--- config.mk ---
export PLATFORM = sky130hd
export DESIGN_NAME = mem_port_arbiter
export DESIGN_NICKNAME = d
export VERILOG_FILES = /design/src/rtl/mem_port_arbiter.sv
export SDC_FILE = /design/constraint.sdc
export NUM_CORES = 1
export LEC_CHECK = 0
export ABC_CLOCK_PERIOD_IN_PS = 1600
export BUFFER_PORTS_ARGS = -buffer_cell sky130_fd_sc_hd__clkbuf_2
export CELL_PAD_IN_SITES_DETAIL_PLACEMENT = 1
export CELL_PAD_IN_SITES_GLOBAL_PLACEMENT = 1
export CORE_MARGIN = 1.5
export CORE_UTILIZATION = 16
export DETAILED_ROUTE_END_ITERATION = 8
export PLACE_DENSITY_LB_ADDON = 0.1
export SLEW_MARGIN = 20
export SYNTH_ARGS = -nofsm -noshare
export SYNTH_HDL_FRONTEND = slang
export SYNTH_SLANG_ARGS = --single-unit
--- constraint.sdc ---
create_clock -name clk -period 1.6 [get_ports clk]
set_input_delay 0.16 -clock clk [delete_from_list [all_inputs] [get_ports clk]]
set_output_delay 0.16 -clock clk [all_outputs]
set_load 0.03 [all_outputs]
--- src/rtl/mem_port_arbiter.sv ---
// Shares the single main-memory port between the I-fetch and D miss paths.
// D has priority; a starvation counter forces I ahead after MAX_D_WINS D grants.
module mem_port_arbiter #(
  parameter int AW = 32,
  parameter int DW = 32,
  parameter int MAX_D_WINS = 4,
  parameter int CW = 4
) (
  input  logic          clk,
  input  logic          clr,
  input  logic          i_req,
  input  logic [AW-1:0] i_a,
  output logic [DW-1:0] i_rdata,
  output logic          i_ack,
  input  logic          d_req,
  input  logic          d_write,
  input  logic [AW-1:0] d_a,
  input  logic [DW-1:0] d_wdata,
  output logic [DW-1:0] d_rdata,
  output logic          d_ack,
  output logic [AW-1:0] m_a,
  output logic [DW-1:0] m_d_w,
  input  logic [DW-1:0] m_d_r,
  output logic          m_access,
  output logic          m_write,
  input  logic          m_ready,
  output logic          busy
);

  localparam logic [1:0] IDLE  = 2'd0;
  localparam logic [1:0] GNT_I = 2'd1;
  localparam logic [1:0] GNT_D = 2'd2;

  localparam logic [CW-1:0] DMAX = CW'(MAX_D_WINS);

  logic [1:0]    state, state_nxt;
  logic [CW-1:0] dcnt, dcnt_nxt;
  logic          starved;

  assign starved = i_req && (dcnt == DMAX);
  assign busy    = (state != IDLE);

  always_comb begin
    state_nxt = state;
    dcnt_nxt  = dcnt;
    m_access  = 1'b0;
    m_write   = 1'b0;
    m_a       = '0;
    m_d_w     = '0;
    i_ack     = 1'b0;
    i_rdata   = '0;
    d_ack     = 1'b0;
    d_rdata   = '0;
    unique case (state)
      IDLE: begin
        if (d_req && !starved)
          state_nxt = GNT_D;
        else if (i_req)
          state_nxt = GNT_I;
      end
      GNT_I: begin
        m_access = 1'b1;
        m_a      = i_a;
        if (m_ready) begin
          i_ack     = 1'b1;
          i_rdata   = m_d_r;
          state_nxt = IDLE;
          dcnt_nxt  = '0;
        end
      end
      GNT_D: begin
        m_access = 1'b1;
        m_write  = d_write;
        m_a      = d_a;
        m_d_w    = d_wdata;
        if (m_ready) begin
          d_ack     = 1'b1;
          d_rdata   = d_write ? '0 : m_d_r;
          state_nxt = IDLE;
          // Count only D wins that overtook a waiting I fetch
          if (!i_req)
            dcnt_nxt = '0;
          else if (dcnt != DMAX)
            dcnt_nxt = dcnt + CW'(1);
        end
      end
      default: state_nxt = IDLE;
    endcase
  end

  always_ff @(posedge clk or posedge clr) begin
    if (clr) begin
      state <= IDLE;
      dcnt  <= '0;
    end else begin
      state <= state_nxt;
      dcnt  <= dcnt_nxt;
    end
  end

endmodule

# ---- After elaboration in Yosys (flattened, before gate mapping)
# Index checks and enable logic that the tools add are counted.
dict set report word_totals {
  input_bits 134
  regBits 6
}
dict set report classes {
  n_mux 21
  n_addsub 1
  reduce_logical 9
  eq_ne 9
}
# operator count
set ops {}
lappend ops {{2-to-1 mux 32 bit} 6}
lappend ops {{one-hot mux 32 bit (2 select lines)} 1}
lappend ops {{2-to-1 mux 4 bit} 4}
lappend ops {{one-hot mux 4 bit (2 select lines)} 1}
lappend ops {{2-to-1 mux 2 bit} 3}
lappend ops {{inequality test 3 bit, second input constant} 2}
lappend ops {{2-to-1 mux 1 bit} 5}
lappend ops {{adder 4 x 1 -> 4 bit, second input constant} 1}
lappend ops {{== test 4 x 3 -> 1 bit, second input constant} 1}
lappend ops {{inequality test 2 bit, second input constant} 2}
lappend ops {{inequality test 4 x 3 -> 1 bit, second input constant} 1}
lappend ops {{one-hot mux 2 bit (2 select lines)} 1}
lappend ops {{AND reduction 4 bit} 1}
lappend ops {{nonzero test 2 bit} 2}
lappend ops {{== test 2 x 1 -> 1 bit, second input constant} 1}
lappend ops {{== test 2 bit, second input constant} 1}
lappend ops {{logical AND 1 bit} 2}
lappend ops {{zero test 2 bit} 1}
lappend ops {{inequality test 2 x 1 -> 1 bit, second input constant} 1}
lappend ops {{AND reduction 2 bit} 1}
lappend ops {{OR reduction 2 bit} 1}
lappend ops {{zero test 1 bit} 1}

# ---- Logic depth before layout (Yosys ltp)
# Gate-level depths: netlist (run 1).
dict set report logic_depth {
  depth_word 6
  ltp_mapped 7
  mapped_depth_nobuf 5
}

# ---- Worst setup path before layout (run 1)
# Ideal clock, no wire load.
dict set report synth_timing {
  kind {flip-flop to output port}
  startpoint {reg state[0]}
  endpoint {out m_a[0]}
  path_slack_ns -0.238
  path_stages_with_launch 5
  t_arrival_ns 1.678
  path_cell_list {dfrtp_1 > inv_1 > ha_1 > clkbuf_1 > nor2b_1}
}
dict set report synth_between {
  elab_chain_len 2
  word_cells_on_any_way 3
  cone_classes {eq/ne (2); mux (1)}
}
# element line
set synth_rtl {}
lappend synth_rtl {{from (decl)} 36} ;# logic [1:0] state, state_nxt;
lappend synth_rtl {{from (signal assigned)} 96} ;# state <= state_nxt;
lappend synth_rtl {{== test 2 bit or == test 2 x 1 -> 1 bit (tied branches)} 54} ;# unique case (state)
lappend synth_rtl {{one-hot mux 32 bit (2 select lines) (*)} 54}
lappend synth_rtl {{to (decl)} 21} ;# output logic [AW-1:0] m_a,
# Mark *: on every way between the ends. The rest lies on a longest branch, timed or not.

# ---- Final worst setup path (run 1)
dict set report layout_timing {
  startpoint {reg state[0]}
  endpoint {out m_a[30]}
}
# The elaborated chain is that of the path after synthesis.

==> results of run 1 <==
[synthesized netlist by cell type]
master	n
a32o_1	3
clkbuf_1	15
and2_4	1
nor2b_4	1
a21o_1	1
o21ai_1	1
and2_1	67
dfrtp_1	6
a22o_1	1
buf_2	5
and3_1	33
nand3b_1	1
o21ai_0	5
nand3_1	1
a2111oi_2	1
nand2b_4	1
buf_4	1
a22oi_1	32
nor2b_1	32
inv_1	6
ha_1	5
mux2_2	1
nand2_1	4
nand3_2	1
o21a_1	1
nor2_1	1
buf_6	4
and3b_1	1
[worst max-delay path, delay by kind of cell, from the launching register on]
kind | cells | cell delay [ps]
AND/OR/NAND/NOR | 1 | 170
buffers and inverters | 5 | 570
adder cells (fa/ha/maj) | 1 | 310
flip-flops | 1 | 350
[routing by layer]
metal / share of wire (%) / vias up / wire length [µm]
li1: - / 1334 / -
met1: 35 / 1329 / 4140
met2: 57 / 124 / 6760
met3: 5.6 / 26 / 663
met4: 2.7 / 0 / 324
met5: 0 / - / 0
[report_power, final]
group	switching, W	total (W)	leakage [nW]	internal (W)
Combinational	0.00377	0.00734	2.29	0.00357
Clock	0.0000746	0.000237	0.0216	0.000162
Sequential	0.0000596	0.000264	0.0786	0.000205
Total	0.00390	0.00784	2.39	0.00394
[final cells by class]
cell class              count  share of cell area [%]
flip-flops and latches      6                    3.29
well taps                 133                    3.62
clock buffers               3                   0.898
repair buffers            289                    53.0
multi-input cells         195                    38.7
inverters                   6                   0.490
[final timing paths]
path	start	to	slack, ps	cells past startpoint
worst max-delay path	state[0]	m_a[30]	-210	7
worst min-delay path	d_req	state[1]	230	2
worst max register to register	state[1]	dcnt[0]	-20	7
worst min register to register	dcnt[3]	dcnt[3]	540	1
max in group asynchronous	clr	state[1]	1000	3
min in group asynchronous	clr	dcnt[3]	380	3
[sequential cells by signal, indices dropped and copies added (netlist names)]
register	count
dcnt	4
state	2
[timing repair]
| item | 4_1_cts | 5_1_grt |
|---|---|---|
| hold buffers | 1 | 0 |
| endpoints found under the hold margin | 6 | 0 |
| resized for setup | 198 | 150 |
| setup buffers | 4 | 1 |
| pin swaps | 1 | 3 |
| gates cloned | 2 | 5 |
| endpoints found under the setup margin | 133 | 137 |
[stage by stage]
stage / std cells / hold WS [ps] / power [W] / instance area [µm²]
floorplan: 232 / -49.0 / 0.00368 / 1760
global placement: 618 / 79.6 / 0.00529 / 3300
detailed placement: 618 / 80.3 / 0.00533 / 3300
CTS: 628 / 235 / 0.00667 / 4160
global route: 632 / 265 / 0.00824 / 4600
finish: 632 / 226 / 0.00784 / 4600
[cell families (layout without fill, tap and decap cells)]
family	count (synthesis)	after routing	share of synthesized area, %
simple gates	144	144	55.9
compound gates	45	45	20.8
buf+inv	31	298	9.59
flops	6	6	9.20
fa+ha+maj	5	5	3.83
mux	1	1	0.690
==> metrics.md, run 1 <==
| Metric | Value |
|---|---|
| Largest net degree at the start of global routing | `45` |
| Outcome | `finished with violations` |
| Critical path capture point type | `primary output` |
| Clk sinks | `6` |
| IO Count | `about 270` |
| Iteration-0 DRC Markers | `67` |
| Vias post-DR | `2813` |
| Post-synthesis cell type count | `28` |
| TritonCTS Buffers | `3` |
| First-pass GRT wire length | `17000 µm` |
| Row cnt | `36` |
| Most common cell after layout, fill and taps aside | `clkbuf_2` |
| Most frequent cells in the layout | `150 x clkbuf_2, 36 x and2_4, 33 x and3_1, 32 x buf_8, 29 x clkbuf_4` |
| Hold Vio Cnt, Final | `0` |
| Final Max Tran Viols | `0` |
| Remaining DRCs | `0` |
| Clk slew on worst S/H paths | `40 ps` |
| #FFs+latches synth | `6` |
| ANT nets after route | `0` |
| Leading area contributor after synthesis | `and2_1` |
| Fin Setup TNS | `-13990 ps` |
| Core area | `0.00982 mm²` |
| Worst-path cell chain | `inv_2, buf_6, ha_4, buf_12, buf_12, nor2b_4, buf_6` |
| Worst Setup Path Type | `flop to primary output` |
| Syn. warnings | `0` |
| Worst-path maximum fanout | `8` |
| Final period utilization | `113%` |
| Final wirelength | `11900 µm` |
| Critical path data arrival time | `between 1500 and 2000 ps` |
| GPL Wtd Cong | `0.802` |
| Detailed Routing Iterations Pass 1 | `4` |
| PortBufs | `~270` |
| Relative slew slack | `81.3%` |
| Vias in the first global route | `2978` |
| Worst path max stage delay | `approximately 350 ps` |
| Post-Syn Instances | `232` |
| Die W | `104 µm` |
| # setup viols final | `around 120` |
| GRT Residual Overflow | `0` |
| Sequential area share after synthesis | `9.20%` |
| Initial Utilization | `between 15 and 20%` |
| Area Growth Syn to Fin | `182%` |
| Clk buf depth | `2` |
| Nets | `640` |
| Average instance area after synthesis | `approximately 7 µm²` |
| Leak pwr | `2.39 nW` |
| RSZ-0062 raised after global routing | `yes` |
| Min cycle time layout | `1810 ps` |
| Wire per inst | `18.8 µm` |
| Worst EP required | `1440 ps` |
| Grt met2 use | `38.6%` |
| Fraction of layout cells with a size suffix above 1 | `80.6%` |
| DIE HEIGHT | `104 µm` |
| Htree depth | `1` |
| F_max | `554 MHz` |
| M1 GR Usage | `20.7%` |
| Area of the multi-input gates | `~0.0018 mm²` |
| Mapped cell area | `roughly 0.0016 mm²` |
| N_diodes | `0` |
| Worst skew pair latency | `230 ps` |
| Top post-synthesis cells by area | `and2_1 26%, a22oi_1 15%, and3_1 13%` |
| Worst slack at placement | `-58.0 ps` |
| VDD IR max | `0.000651 V` |
| Clock root cell | `clkbuf_8` |
| Initial antenna violation count | `0` |
| Fill cell count | `around 1200` |
| Core Util, Final | `between 40% and 50%` |
| CTS tree | `done` |
| Vias/cell | `between 4 and 5` |
| Post-synth top area share | `between 20% and 30%` |
| Slowest cell on crit path | `dfrtp_1` |
| Die Area | `0.0108 mm²` |
| Clock Skews | `3.02 ps` |
| Max_cap viols | `0` |
| Worst-Margin Slew | `281 ps` |
| Post-route setup slack | `-205 ps` |
| PwrDens | `1710 mW/mm²` |
| Global Route Usage Sum | `19.4%` |
| FF+latch area | `151 µm²` |
| GR Layer Usage met3 | `3.82%` |
| Busiest grt layer | `met2` |
| Mapped Nets | `~370` |
| Failing checks | `setup timing` |
| Final HPWL DP | `8150 µm` |
| Hold Crit Class | `primary input to flop` |
| Setup crit start kind | `flop` |
Power figures use the tool's default switching activity.
==> run 2, diff against run 1 <==
Settings changed: CORE_MARGIN 1.5 to 2, SKIP_LAST_GASP from default to 1.
==> run 2 against run 1 <==
- the flow still finishes with violations (setup timing)
- clock skew decreased by 0.75 ps
- cell count increased by 0.79%
- critical path type unchanged
- first-iteration DRC count increased by 43%
- core utilization decreased by 0.65 points
- critical endpoint is now m_a[31]
- die area increased by 1.9%
- maximum frequency decreased by 0.14%
- largest power group unchanged
- total power decreased by 1.4%
==> metrics.md, run 2 (same netlist as run 1, synthesis figures left out) <==
| Metric | Value |
|---|---|
| Clk slew on worst S/H paths | `40 ps` |
| R2r worst-path depth | `7` |
| Area Growth Syn to Fin | `178%` |
| Critical path data arrival time | `1650 ps` |
| Worst-Margin Slew | `355 ps` |
| Fill cell count | `approximately 1200` |
| PwrDens | `approximately 1700 mW/mm²` |
| Global Route Usage Sum | `19.0%` |
| Htree depth | `1` |
| Row cnt | `36` |
| Worst-path cell chain | `ha_4, buf_8, clkbuf_16, a22oi_1, nor2b_2, clkbuf_4` |
| Detailed Routing Iterations Pass 1 | `4` |
| Most common cell after layout, fill and taps aside | `clkbuf_2` |
| Initial antenna violation count | `0` |
| Total Power | `0.00773 W` |
| Worst slack at placement | `-45.4 ps` |
| Remaining DRCs | `0` |
| Highest Signal Layer | `met4` |
| Clk buf depth | `2` |
| Vias in the first global route | `2864` |
| Most frequent cells in the layout | `135 x clkbuf_2, 53 x clkbuf_4, 35 x and2_1, 33 x and3_1, 31 x buf_4` |
| Critical path capture point type | `primary output` |
| Worst skew pair latency | `230 ps` |
| RSZ-0062 raised after global routing | `yes` |
| Fraction of layout cells with a size suffix above 1 | `80.0%` |
| GRT Residual Overflow | `0` |
| Worst EP required | `1440 ps` |
| Final period utilization | `113%` |
| Placed insts | `620` |
| Design Area, Final | `roughly 0.0045 mm²` |
| TritonCTS Buffers | `3` |
| Worst-path maximum fanout | `9` |
| Vias/cell | `4.47` |
| Die Area | `0.0110 mm²` |
| Final wirelength | `12400 µm` |
| Relative slew slack | `76.3%` |
| VDD IR max | `0.000705 V` |
| FF+latch area | `150 µm²` |
| Setup crit start kind | `flop` |
| Wire per inst | `19.4 µm` |
| N_diodes | `0` |
| Hold Crit Class | `primary input to flop` |
| Regs by FF count | `dcnt x4, state x2` |
| DIE HEIGHT | `105 µm` |
| Core area | `0.00982 mm²` |
| Die W | `about 100 µm` |
| Worst Setup Path Type | `flop to primary output` |
| Max_cap viols | `0` |
| CTS tree | `done` |
| Nets | `645` |
| Fin Setup TNS | `-15060 ps` |
| First-pass GRT wire length | `16700 µm` |
| # setup viols final | `approximately 130` |
| Vias post-DR | `2847` |
| M1 wire length | `4430 µm` |
| Largest net degree at the start of global routing | `38` |
| GPL Wtd Cong | `0.780` |
| Placed Area | `roughly 0.0033 mm²` |
| Final Max Tran Viols | `0` |
| Outcome | `finished with violations` |
| Area of the multi-input gates | `around 0.0017 mm²` |
| Post-route setup slack | `-208 ps` |
| Initial Utilization | `16.6%` |
| F_max | `553 MHz` |
| Hold Vio Cnt, Final | `0` |
| Worst path max stage delay | `between 400 and 500 ps` |
| Min cycle time layout | `1810 ps` |
| Max reg flops | `4` |
| Iteration-0 DRC Markers | `96` |
| Slowest cell on crit path | `dfrtp_1` |
| Clock root cell | `clkbuf_8` |
| Leak pwr | `around 2.3 nW` |
| PortBufs | `approximately 270` |
| ANT nets after route | `0` |
| Hold Path Depth | `2` |
| Final HPWL DP | `8420 µm` |
| IO Count | `267` |
| Failing checks | `setup timing` |
| Top reg by flops | `dcnt` |
| Final std cells w/o fill | `637` |
| Clk sinks | `6` |
| Routed length on met2 | `6860 µm` |
| Clock Skews | `between 2 and 2.5 ps` |
| Metal3 WL | `between 700 and 800 µm` |
[run 2: final cells by class]
| type | count | share of cell area (%) |
|---|---|---|
| clock buffer | 3 | 0.911 |
| sequential | 6 | 3.31 |
| multi-input combinational | 195 | 37.7 |
| inverter | 6 | 0.497 |
| timing repair buffer | 294 | 53.9 |
| tap | 133 | 3.67 |
[run 2: path summary, 6_finish.rpt]
kind / from / end / slack [ps]
min in group asynchronous: clr / dcnt[0] / 380
max: state[1] / m_a[31] / -210
min: d_req / state[1] / 230
min reg2reg: dcnt[3] / dcnt[3] / 570
max in group asynchronous: clr / dcnt[2] / 1020
max reg2reg: state[1] / dcnt[0] / -140
[run 2: what timing repair did]
| action | CTS | global route |
|---|---|---|
| hold buffers | 1 | 0 |
| gates resized for setup | 177 | 154 |
| endpoints found under the hold margin | 6 | 0 |
| buffers inserted | 4 | 1 |
| pin swaps | 0 | 4 |
| endpoints found under the setup margin | 134 | 135 |
| cloned | 4 | 6 |
[run 2: power by group]
group          internal [W]  leakage (nW)  switching, W
Clock              0.000162        0.0216     0.0000746
Combinational       0.00347          2.24       0.00375
Sequential         0.000202        0.0798     0.0000683
[run 2: routing by layer]
metal / vias to the layer above / GRT usage (%)
met5: - / 0
li1: 1343 / -
met3: 25 / 3.31
met4: 0 / 4.95
met2: 127 / 37.9
met1: 1352 / 20.3
[run 2: per-stage QoR]
| stage | hold slack [ps] | utilization (%) |
|---|---|---|
| after CTS | 232 | 41.6 |
| after global routing | 238 | 46.2 |
| after global placement | 81.8 | 33.6 |
| after detailed placement | 86.8 | 33.6 |
| final | 226 | 46.2 |
| after floorplan | -49.0 | - |
[run 2: worst max-delay path: cells and delay by family (launching register included)]
family,cells,cell delay [ps]
flip-flops,1,430
AO/OA/AOI/OAI,1,230
adder cells (fa/ha/maj),1,190
AND/OR/NAND/NOR,1,60
buffers and inverters,3,500
==> run 3, diff against run 2 <==
Settings changed: ABC_CLOCK_PERIOD_IN_PS 1600 to 1700.
Clock period 1.6 ns to 1.7 ns, I/O delays scaled along.
==> run 3 against run 2 <==
- the run still ends with setup timing left
- core utilization increased by 5.4 points
- sequential power decreased by 7%
- die area unchanged
- setup slack improved by 84 ps
- clock power decreased by 8%
- sequential share of layout area decreased by 0.32 points
- hold slack improved by 17 ps
- cell count increased by 1.1%
- non-clock buffer count increased by 7
- total power increased by 8.7%
- register-to-register slack improved by 210 ps
- critical path depth increased by 2
==> metrics.md, run 3 (same netlist as run 1, synthesis figures left out) <==
| Metric | Value |
|---|---|
| Clk sinks | `6` |
| F_max | `548 MHz` |
| Failing checks | `setup timing` |
| Hold Vio Cnt, Final | `0` |
| Crit-path most repeated cell | `and2_4` |
| Final HPWL DP | `8180 µm` |
| Fraction of layout cells with a size suffix above 1 | `80.6%` |
| Leak pwr | `2.55 nW` |
| Core Util, Final | `51.5%` |
| Critical path data arrival time | `1650 ps` |
| Outcome | `finished with violations` |
| Relative slew slack | `approximately 80%` |
| Global Route Usage Sum | `20.9%` |
| IO Count | `267` |
| Buf/Inv on CP | `4` |
| Max_cap viols | `0` |
| Initial Utilization | `16.6%` |
| Setup crit start kind | `flop` |
| PortBufs | `266` |
| Remaining DRCs | `0` |
| Worst path max stage delay | `380 ps` |
| RSZ-0062 raised after global routing | `yes` |
| Final wirelength | `about 13000 µm` |
| Most frequent cells in the layout | `136 x clkbuf_2, 60 x buf_8, 49 x clkbuf_4, 35 x and2_1, 33 x and2_4` |
| VDD IR max | `0.000752 V` |
| Cell family with the largest share of critical-path delay | `buffers and inverters` |
| Stages on worst setup path | `8` |
| Origin of the worst setup path | `state[0]` |
| Area Growth Syn to Fin | `210%` |
| Clock Skews | `~0.21 ps` |
| Vias in the first global route | `3041` |
| GPL Wtd Cong | `0.865` |
| R2r worst-path depth | `7` |
| Wire per inst | `19.7 µm` |
| FF-to-FF Start | `state[1]` |
| Worst Setup Path Type | `flop to primary output` |
| Initial antenna violation count | `0` |
| Hold Crit Class | `primary input to flop` |
| PwrDens | `1660 mW/mm²` |
| Hold Path Depth | `2` |
| Vias post-DR | `2905` |
| Fin Setup TNS | `-5270 ps` |
| Die W | `105 µm` |
| Core area | `about 0.0098 mm²` |
| Worst skew pair latency | `230 ps` |
| Top reg by flops | `dcnt` |
| Final period utilization | `107%` |
| Min-delay src | `d_req` |
| Post-route setup slack | `-123 ps` |
| Worst-path cell chain | `inv_2, ha_4, and2_4, nor2b_4, buf_6, buf_16, and2_4, buf_8` |
| Final Max Tran Viols | `0` |
| Row cnt | `36` |
| Regs by FF count | `dcnt x4, state x2` |
| First-pass GRT wire length | `18000 µm` |
| Min cycle time layout | `1820 ps` |
| Clk buf depth | `2` |
| Nets | `roughly 650` |
| N_diodes | `0` |
| Worst EP required | `1530 ps` |
| Clock root cell | `clkbuf_8` |
| Detailed Routing Iterations Pass 1 | `4` |
| DIE HEIGHT | `approximately 100 µm` |
| Worst-path maximum fanout | `8` |
| TritonCTS Buffers | `3` |
| CTS tree | `done` |
| GRT Residual Overflow | `0` |
| Iteration-0 DRC Markers | `87` |
| Most common cell after layout, fill and taps aside | `clkbuf_2` |
| ANT nets after route | `0` |
| Htree depth | `1` |
| Clk slew on worst S/H paths | `around 40 ps` |
| Critical path capture point type | `primary output` |
| Die Area | `0.0110 mm²` |
| # setup viols final | `94` |
| Slowest cell on crit path | `dfrtp_1` |
| Worst hold margin | `approximately 240 ps` |
| Worst-Margin Slew | `302 ps` |
| Max reg flops | `4` |
| Vias/cell | `about 4.5` |
| Largest net degree at the start of global routing | `35` |
| Fill cell count | `1143` |
-- run 3: changes by cell type in the layout (fill, tap and decap cells not counted), moves of 5 or more --
cell / previous run / this run
and2_2: 12 / 0
buf_6: 26 / 7
and2_4: 21 / 33
buf_4: 31 / 8
nor2b_4: 5 / 32
clkbuf_8: 13 / 21
nor2b_2: 28 / 1
buf_16: 3 / 8
buf_8: 25 / 60
-- run 3: area by class of cell --
| class | count | area (µm²) | share of cell area [%] |
|---|---|---|---|
| clock buffers | 3 | 41.3 | 0.816 |
| inverters | 6 | 22.5 | 0.445 |
| multi-input cells | 195 | 1840 | 36.4 |
| flip-flops and latches | 6 | 151 | 2.99 |
| well taps | 133 | 166 | 3.29 |
| repair buffers | 301 | 2840 | 56.0 |
-- run 3: layer usage --
layer	up-vias	part of all wire, %	track usage [%]
li1	1365	-	-
met1	1401	35	21.1
met2	125	58	43.5
met3	14	5.2	3.62
met4	0	1.7	4.57
met5	-	0	0
-- run 3: worst paths after layout --
path	end	slack [ps]
min	state[1]	240
max reg2reg	dcnt[0]	70
max	d_rdata[29]	-120
min in group asynchronous	dcnt[0]	410
min reg2reg	dcnt[3]	550
max in group asynchronous	state[1]	1070
-- run 3: where the power goes --
part | switching [W] | internal [W]
combinational | 0.00385 | 0.00408
sequential | 0.0000606 | 0.000193
clock | 0.0000666 | 0.000153
total | 0.00398 | 0.00443
-- run 3: timing repair --
action	4_1_cts	5_1_grt
endpoints found under the hold margin	6	0
setup buffers	9	3
gates resized for setup	265	151
pin swaps	17	21
endpoints found under the setup margin	123	131
hold buffers	1	0
gates cloned	9	5
-- run 3: worst register-to-register path, delay by kind of cell, from the launching register on --
family                     cells  cell delay (ps)
AOI/OAI and AO/OA              2              250
adders and majority gates      1              200
buffers and inverters          3              380
DFF                            1              430
muxes                          1              270
-- run 3: stage by stage --
step | setup WS (ps) | power [W] | cell area (µm²) | std cells
final | -123 | 0.00841 | 5060 | 644
after global placement | 62.2 | 0.00478 | 3200 | 615
after global routing | -213 | 0.00877 | 5060 | 644
after CTS | -153 | 0.00756 | 4670 | 637
after floorplan | 3.90 | 0.00340 | 1710 | 232
after detailed placement | 53.4 | 0.00481 | 3200 | 615
